===== config.mk =====
export PLATFORM = sky130hd
export DESIGN_NAME = imem_loader
export DESIGN_NICKNAME = d
export VERILOG_FILES = /design/src/rtl/imem_loader_pkg.sv /design/src/rtl/word_assembler.sv /design/src/rtl/imem_loader.sv
export SDC_FILE = /design/constraint.sdc
export NUM_CORES = 1
export LEC_CHECK = 0
export BUFFER_PORTS_ARGS = -buffer_cell sky130_fd_sc_hd__buf_4
export CAP_MARGIN = 25
export CORE_ASPECT_RATIO = 0.7
export CORE_MARGIN = 2
export CORE_UTILIZATION = 45
export DETAILED_ROUTE_END_ITERATION = 6
export PLACE_DENSITY = 0.78
export SLEW_MARGIN = 20
export SYNTH_ARGS = -nofsm -noshare
export SYNTH_HDL_FRONTEND = slang
export SYNTH_SLANG_ARGS = --single-unit
export TNS_END_PERCENT = 100

===== constraint.sdc =====
create_clock -name clk -period 5.7 [get_ports clk]
set_input_delay 1.14 -clock clk [delete_from_list [all_inputs] [get_ports clk]]
set_output_delay 1.14 -clock clk [all_outputs]
set_load 0.03 [all_outputs]

===== src/rtl/imem_loader_pkg.sv =====
// Shared types and constants for the instruction-memory boot loader.
package imem_loader_pkg;

    typedef enum logic [1:0] {
        ST_IDLE,
        ST_RECV,
        ST_WRITE,
        ST_DONE
    } loader_state_t;

    localparam int   BYTES_PER_WORD = 4;
    localparam logic CPU_RST_RESET  = 1'b1;

endpackage


===== src/rtl/word_assembler.sv =====
// Packs accepted stream bytes little-endian into one instruction word.
module word_assembler
    import imem_loader_pkg::*;
#(
    parameter int DATA_WIDTH = 32
) (
    input  logic                  clk,
    input  logic                  rst,
    input  logic                  clear_i,
    input  logic                  accept_i,
    input  logic [7:0]            byte_i,
    output logic [DATA_WIDTH-1:0] word_o,
    output logic                  word_full_o
);

    localparam int BW = $clog2(BYTES_PER_WORD);

    logic [BW-1:0]         idx_q, idx_d;
    logic [DATA_WIDTH-1:0] word_q, word_d;

    always_comb begin
        idx_d  = idx_q;
        word_d = word_q;
        if (clear_i) begin
            idx_d = '0;
        end else if (accept_i) begin
            word_d[int'(idx_q)*8 +: 8] = byte_i;
            idx_d = idx_q + BW'(1);
        end
    end

    // The last byte completes the word; the index wraps back to 0 for the next one.
    assign word_full_o = accept_i && (idx_q == BW'(BYTES_PER_WORD - 1));
    assign word_o      = word_q;

    always_ff @(posedge clk or posedge rst) begin
        if (rst) begin
            idx_q  <= '0;
            word_q <= '0;
        end else begin
            idx_q  <= idx_d;
            word_q <= word_d;
        end
    end

endmodule


===== src/rtl/imem_loader.sv =====
// Boot-time instruction memory writer: streams bytes into words, writes them
// to consecutive word addresses and holds the core in reset until finished.
module imem_loader
    import imem_loader_pkg::*;
#(
    parameter int DATA_WIDTH    = 32,
    parameter int ADDRESS_WIDTH = 8
) (
    input  logic                     clk,
    input  logic                     rst,
    input  logic                     start,
    input  logic [ADDRESS_WIDTH-2:0] word_count,
    input  logic                     byte_valid,
    input  logic [7:0]               byte_data,
    output logic                     byte_ready,
    output logic                     mem_we,
    output logic [ADDRESS_WIDTH-1:0] mem_addr,
    output logic [DATA_WIDTH-1:0]    mem_wd,
    output logic                     cpu_rst,
    output logic                     busy,
    output logic                     done
);

    localparam int CW = ADDRESS_WIDTH - 1;
    localparam int IW = ADDRESS_WIDTH - 2;

    loader_state_t state_q, state_d;
    logic [CW-1:0] count_q, count_d;
    logic [CW-1:0] widx_q, widx_d;
    logic          clear;
    logic          accept;
    logic          word_full;

    assign accept = byte_valid && byte_ready;

    word_assembler #(
        .DATA_WIDTH(DATA_WIDTH)
    ) u_asm (
        .clk        (clk),
        .rst        (rst),
        .clear_i    (clear),
        .accept_i   (accept),
        .byte_i     (byte_data),
        .word_o     (mem_wd),
        .word_full_o(word_full)
    );

    always_comb begin
        state_d = state_q;
        count_d = count_q;
        widx_d  = widx_q;
        clear   = 1'b0;
        case (state_q)
            ST_IDLE, ST_DONE: begin
                if (start) begin
                    count_d = word_count;
                    widx_d  = '0;
                    clear   = 1'b1;
                    state_d = (word_count == '0) ? ST_DONE : ST_RECV;
                end
            end
            ST_RECV: begin
                if (word_full) state_d = ST_WRITE;
            end
            ST_WRITE: begin
                // Index is wide enough to hold the full count, so a full load never wraps.
                widx_d  = widx_q + CW'(1);
                state_d = (widx_q + CW'(1) == count_q) ? ST_DONE : ST_RECV;
            end
            default: state_d = ST_IDLE;
        endcase
    end

    always_comb begin
        byte_ready = (state_q == ST_RECV);
        mem_we     = (state_q == ST_WRITE);
        busy       = (state_q == ST_RECV) || (state_q == ST_WRITE);
        done       = (state_q == ST_DONE);
        cpu_rst    = (state_q == ST_DONE) ? ~CPU_RST_RESET : CPU_RST_RESET;
        mem_addr   = {widx_q[IW-1:0], 2'b00};
    end

    always_ff @(posedge clk or posedge rst) begin
        if (rst) begin
            state_q <= ST_IDLE;
            count_q <= '0;
            widx_q  <= '0;
        end else begin
            state_q <= state_d;
            count_q <= count_d;
            widx_q  <= widx_d;
        end
    end

endmodule

==> impl_metrics.prom <==
# TYPE chip_impl_metric gauge
chip_impl_metric{name="setup_viol_count_final",unit=""} 0
chip_impl_metric{name="power.ir.vdd_worst",unit="V"} 0.000222
chip_impl_metric{name="clk_latency",unit="ns"} 0.29
chip_impl_info{name="cp-start-kind",value="register"} 1
chip_impl_metric{name="setup-tns-final",unit="ns"} 0
chip_impl_metric{name="post-route-period-util",unit=""} 0.472
chip_impl_info{name="clockRootBuffer",value="sky130_fd_sc_hd__clkbuf_8"} 1
chip_impl_metric{name="timing_max_transition_violations_final",unit=""} 0
chip_impl_metric{name="switching_part_of_the_total_power",unit=""} 0.418
chip_impl_metric{name="num_antenna_cells",unit=""} 0
chip_impl_metric{name="detailedRoute.firstPassIterationCount",unit=""} 4
chip_impl_info{name="layout.cells.most_common",value="sky130_fd_sc_hd__nand2_1"} 1
chip_impl_metric{name="netlist_instances",unit=""} 260
chip_impl_metric{name="grt_util_all_layers",unit=""} 0.195
chip_impl_metric{name="grt_antenna_before_repair",unit=""} 0
chip_impl_metric{name="drt-total-wl",unit="µm"} 5470
chip_impl_metric{name="ctsHoldBuffers",unit=""} 0
chip_impl_metric{name="io_pins",unit=""} 64
chip_impl_metric{name="p_comb_frac",unit=""} 0.465
chip_impl_metric{name="numCtsBuffers",unit=""} 5
chip_impl_metric{name="synthesis.area",unit="µm²"} 2450
chip_impl_metric{name="ys_seq_area_frac",unit=""} 0.510
chip_impl_metric{name="timing.slew.headroom",unit=""} 0.348
chip_impl_info{name="result_of_the_run",value="finished, final reports clean"} 1
chip_impl_metric{name="post_drt_via_cell_ratio",unit=""} 5.02
chip_impl_metric{name="io_port_bufs",unit=""} 61
chip_impl_metric{name="route.antenna.remaining_nets",unit=""} 0
chip_impl_metric{name="area_delta_synth_final",unit="%"} 23.5
chip_impl_metric{name="clkPwrFrac",unit=""} 0.169
chip_impl_metric{name="post-route-drc-count",unit=""} 0
chip_impl_metric{name="chipWidth",unit="µm"} 92.3
chip_impl_metric{name="power_per_cell_area",unit="nW/µm²"} 469
chip_impl_info{name="rsz_0062_raised_after_global_routing",value="false"} 1
chip_impl_metric{name="wl_per_cell",unit="µm"} 14.1
chip_impl_metric{name="synthDistinctLibCells",unit=""} 34
chip_impl_metric{name="crit_arrival",unit="ns"} 1.55
chip_impl_metric{name="fin_skew",unit="ns"} 0.0103
chip_impl_metric{name="post-cts-setup-buffers",unit=""} 0
chip_impl_metric{name="num_rows",unit=""} 22
chip_impl_info{name="worst_hold_path_type",value="register to register"} 1
chip_impl_metric{name="grt_pass1_wl",unit="µm"} 9050
chip_impl_metric{name="synth_seq_cells",unit=""} 50
chip_impl_metric{name="drive_above_1_share",unit=""} 0.260
chip_impl_metric{name="nFillCells",unit=""} 451
chip_impl_metric{name="dp_hpwl",unit="µm"} 4200
chip_impl_metric{name="worst_slew_pin_slew",unit="ns"} 0.976
chip_impl_metric{name="first_global_vias",unit=""} 1760
chip_impl_metric{name="syn_avg_cell_area",unit="µm²"} 9.44
chip_impl_metric{name="synth.yosys.warnings",unit=""} 0
chip_impl_metric{name="tritoncts_num_sinks",unit=""} 50
chip_impl_metric{name="internal-power",unit="µW"} 827
chip_impl_metric{name="cts_htree_levels",unit=""} 2
chip_impl_metric{name="clk_path_buf_depth",unit=""} 2
chip_impl_metric{name="switching_power",unit="µW"} 594
chip_impl_metric{name="grt_start_max_net_pins",unit=""} 35
chip_impl_metric{name="cts-resized-gates",unit=""} 0
chip_impl_metric{name="max_freq",unit="MHz"} 372
chip_impl_info{name="category_of_the_most_critical_setup_path",value="register to output pin"} 1
chip_impl_metric{name="sequential_power_share",unit=""} 0.366
chip_impl_metric{name="worst_setup_hold_path_clk_slew",unit="ns"} 0.09
chip_impl_metric{name="timing_hold_violations_final",unit=""} 0
chip_impl_metric{name="floorplan.die_area",unit="µm²"} 6070
chip_impl_metric{name="layout.nets",unit=""} 343
chip_impl_metric{name="coreArea",unit="µm²"} 5260
chip_impl_metric{name="worst_case_setup_margin_in_the_final_layout",unit="ns"} 3.01
chip_impl_metric{name="gp_routability_congestion",unit=""} 0.844
chip_impl_metric{name="period_needed",unit="ns"} 2.69
chip_impl_metric{name="routed-via-count",unit=""} 1941
chip_impl_metric{name="initial_utilization",unit=""} 0.467
chip_impl_metric{name="global_route.overflow_total",unit=""} 0
chip_impl_info{name="crit_path_end_kind",value="output pin"} 1
chip_impl_info{name="cts_tree",value="done"} 1
chip_impl_metric{name="die_h",unit="µm"} 65.8
chip_impl_metric{name="power.static_leakage",unit="µW"} 0.00143
chip_impl_metric{name="drt_iter0_markers",unit=""} 90
chip_impl_info{name="final_cell_mix",value="sky130_fd_sc_hd__nand2_1, sky130_fd_sc_hd__buf_4, sky130_fd_sc_hd__dfrtp_1, sky130_fd_sc_hd__o21ai_0, sky130_fd_sc_hd__ha_1"} 1
chip_impl_metric{name="worst_ep_required_time",unit="ns"} 4.56
chip_impl_metric{name="dp_slack",unit="ns"} 3.32
chip_impl_metric{name="maxCapViolations",unit=""} 0
chip_impl_metric{name="worst-path-max-fanout",unit=""} 7
==> final timing paths <==
path,from,to,slack (ns),depth (start not counted)
min in group asynchronous,rst,widx_q[1]$_DFFE_PP0P_,0.82,2
worst max-delay path,state_q[0]$_DFFE_PP0P_,busy,3.01,4
worst min-delay path,u_asm.word_o[20]$_DFFE_PP0P_,u_asm.word_o[20]$_DFFE_PP0P_,0.48,2
max in group asynchronous,rst,widx_q[6]$_DFFE_PP0P_,4.37,3
worst min register to register,u_asm.word_o[20]$_DFFE_PP0P_,u_asm.word_o[20]$_DFFE_PP0P_,0.48,2
worst max register to register,u_asm.idx_q[0]$_DFFE_PP0P_,u_asm.word_o[2]$_DFFE_PP0P_,3.53,5
==> cell usage after synthesis <==
cell | count | area share
sky130_fd_sc_hd__a211oi_1 | 1 | 0.0031
sky130_fd_sc_hd__a21o_2 | 2 | 0.0071
sky130_fd_sc_hd__a21oi_1 | 5 | 0.010
sky130_fd_sc_hd__a22o_1 | 4 | 0.014
sky130_fd_sc_hd__a22o_2 | 1 | 0.0041
sky130_fd_sc_hd__a22oi_1 | 1 | 0.0031
sky130_fd_sc_hd__a31oi_1 | 1 | 0.0026
sky130_fd_sc_hd__a32o_1 | 1 | 0.0041
sky130_fd_sc_hd__and3_4 | 1 | 0.0046
sky130_fd_sc_hd__and3b_1 | 1 | 0.0036
sky130_fd_sc_hd__and4_1 | 1 | 0.0036
sky130_fd_sc_hd__buf_4 | 9 | 0.028
sky130_fd_sc_hd__buf_6 | 1 | 0.0046
sky130_fd_sc_hd__clkbuf_1 | 6 | 0.0092
sky130_fd_sc_hd__conb_1 | 1 | 0.0015
sky130_fd_sc_hd__dfrtp_1 | 50 | 0.51
sky130_fd_sc_hd__ha_1 | 10 | 0.051
sky130_fd_sc_hd__inv_1 | 7 | 0.011
sky130_fd_sc_hd__mux2_2 | 7 | 0.032
sky130_fd_sc_hd__mux2i_1 | 2 | 0.0082
sky130_fd_sc_hd__nand2_1 | 78 | 0.12
sky130_fd_sc_hd__nand2b_1 | 3 | 0.0076
sky130_fd_sc_hd__nand3_1 | 4 | 0.0082
sky130_fd_sc_hd__nand3_2 | 1 | 0.0041
sky130_fd_sc_hd__nor2_1 | 3 | 0.0046
sky130_fd_sc_hd__nor2_2 | 1 | 0.0026
sky130_fd_sc_hd__nor3_1 | 3 | 0.0061
sky130_fd_sc_hd__nor3b_1 | 3 | 0.0092
sky130_fd_sc_hd__nor4_1 | 2 | 0.0051
sky130_fd_sc_hd__o21ai_0 | 38 | 0.078
sky130_fd_sc_hd__o21ai_1 | 1 | 0.0020
sky130_fd_sc_hd__or4_1 | 1 | 0.0031
sky130_fd_sc_hd__xnor2_1 | 7 | 0.025
sky130_fd_sc_hd__xor2_1 | 3 | 0.011
==> sequential cells by signal (all words and copies together), names as in the netlist <==
name	cells
u_asm.word_o	32
state_q	2
widx_q	7
u_asm.idx_q	2
count_q	7
==> cell type report <==
type,count,area [µm²],share of cell area
clock inverter,1,30.0,0.00991
sequential,50,1250,0.413
clock buffer,7,76.3,0.0252
timing repair buffer,62,478,0.158
multi-input combinational,188,1080,0.356
tap,72,90.1,0.0297
inverter,7,26.3,0.00867
==> logic make-up (layout without fill, tap and decap cells) <==
kind of cell    count (synthesis)  in the layout  synth area share
compound gates                 55             55             0.128
xor+xnor                       10             10            0.0357
fa+ha+maj                      10             10            0.0510
buf+inv                        23             77            0.0520
flops                          50             50             0.510
mux                             9              9            0.0403
other cells                     1              2           0.00153
simple gates                  102            102             0.182
==> metal layers <==
metal	track usage	vias to the layer above	wire length (µm)	share of wire
met5	0	-	0	0
met3	0.0410	6	228	0.042
met1	0.299	919	2730	0.50
met2	0.280	44	2450	0.45
li1	-	972	-	-
met4	0.0504	0	56	0.010
==> critical path, cell delays in order, from the launching register on <==
cell and delay, ns:
sky130_fd_sc_hd__dfrtp_1 0.45, sky130_fd_sc_hd__inv_1 0.07, sky130_fd_sc_hd__ha_1 0.38, sky130_fd_sc_hd__inv_1 0.17, sky130_fd_sc_hd__buf_4 0.19
==> metrics by stage <==
| stage | instances | utilization | hold slack, ns | total power (µW) | instance area (µm²) |
|---|---|---|---|---|---|
| after global placement | 378 | 0.552 | 0.465 | 1170 | 2900 |
| after global routing | 387 | 0.576 | 0.514 | 1530 | 3030 |
| after CTS | 387 | 0.576 | 0.492 | 1430 | 3030 |
| after detailed placement | 379 | 0.556 | 0.473 | 1190 | 2920 |
| after floorplan | 261 | - | 0.500 | 980 | 2460 |
| final | 387 | 0.576 | 0.483 | 1420 | 3030 |
==> power groups by stage <==
stage	sequential [µW]	clock, µW	combinational, µW
6_report	520	239	661
3_3_place_gp	525	0	644
5_1_grt	533	269	724
2_1_floorplan	599	0	381
4_1_cts	521	247	666
3_5_place_dp	528	0	665
No activity file was read; power rests on OpenSTA's default activity.
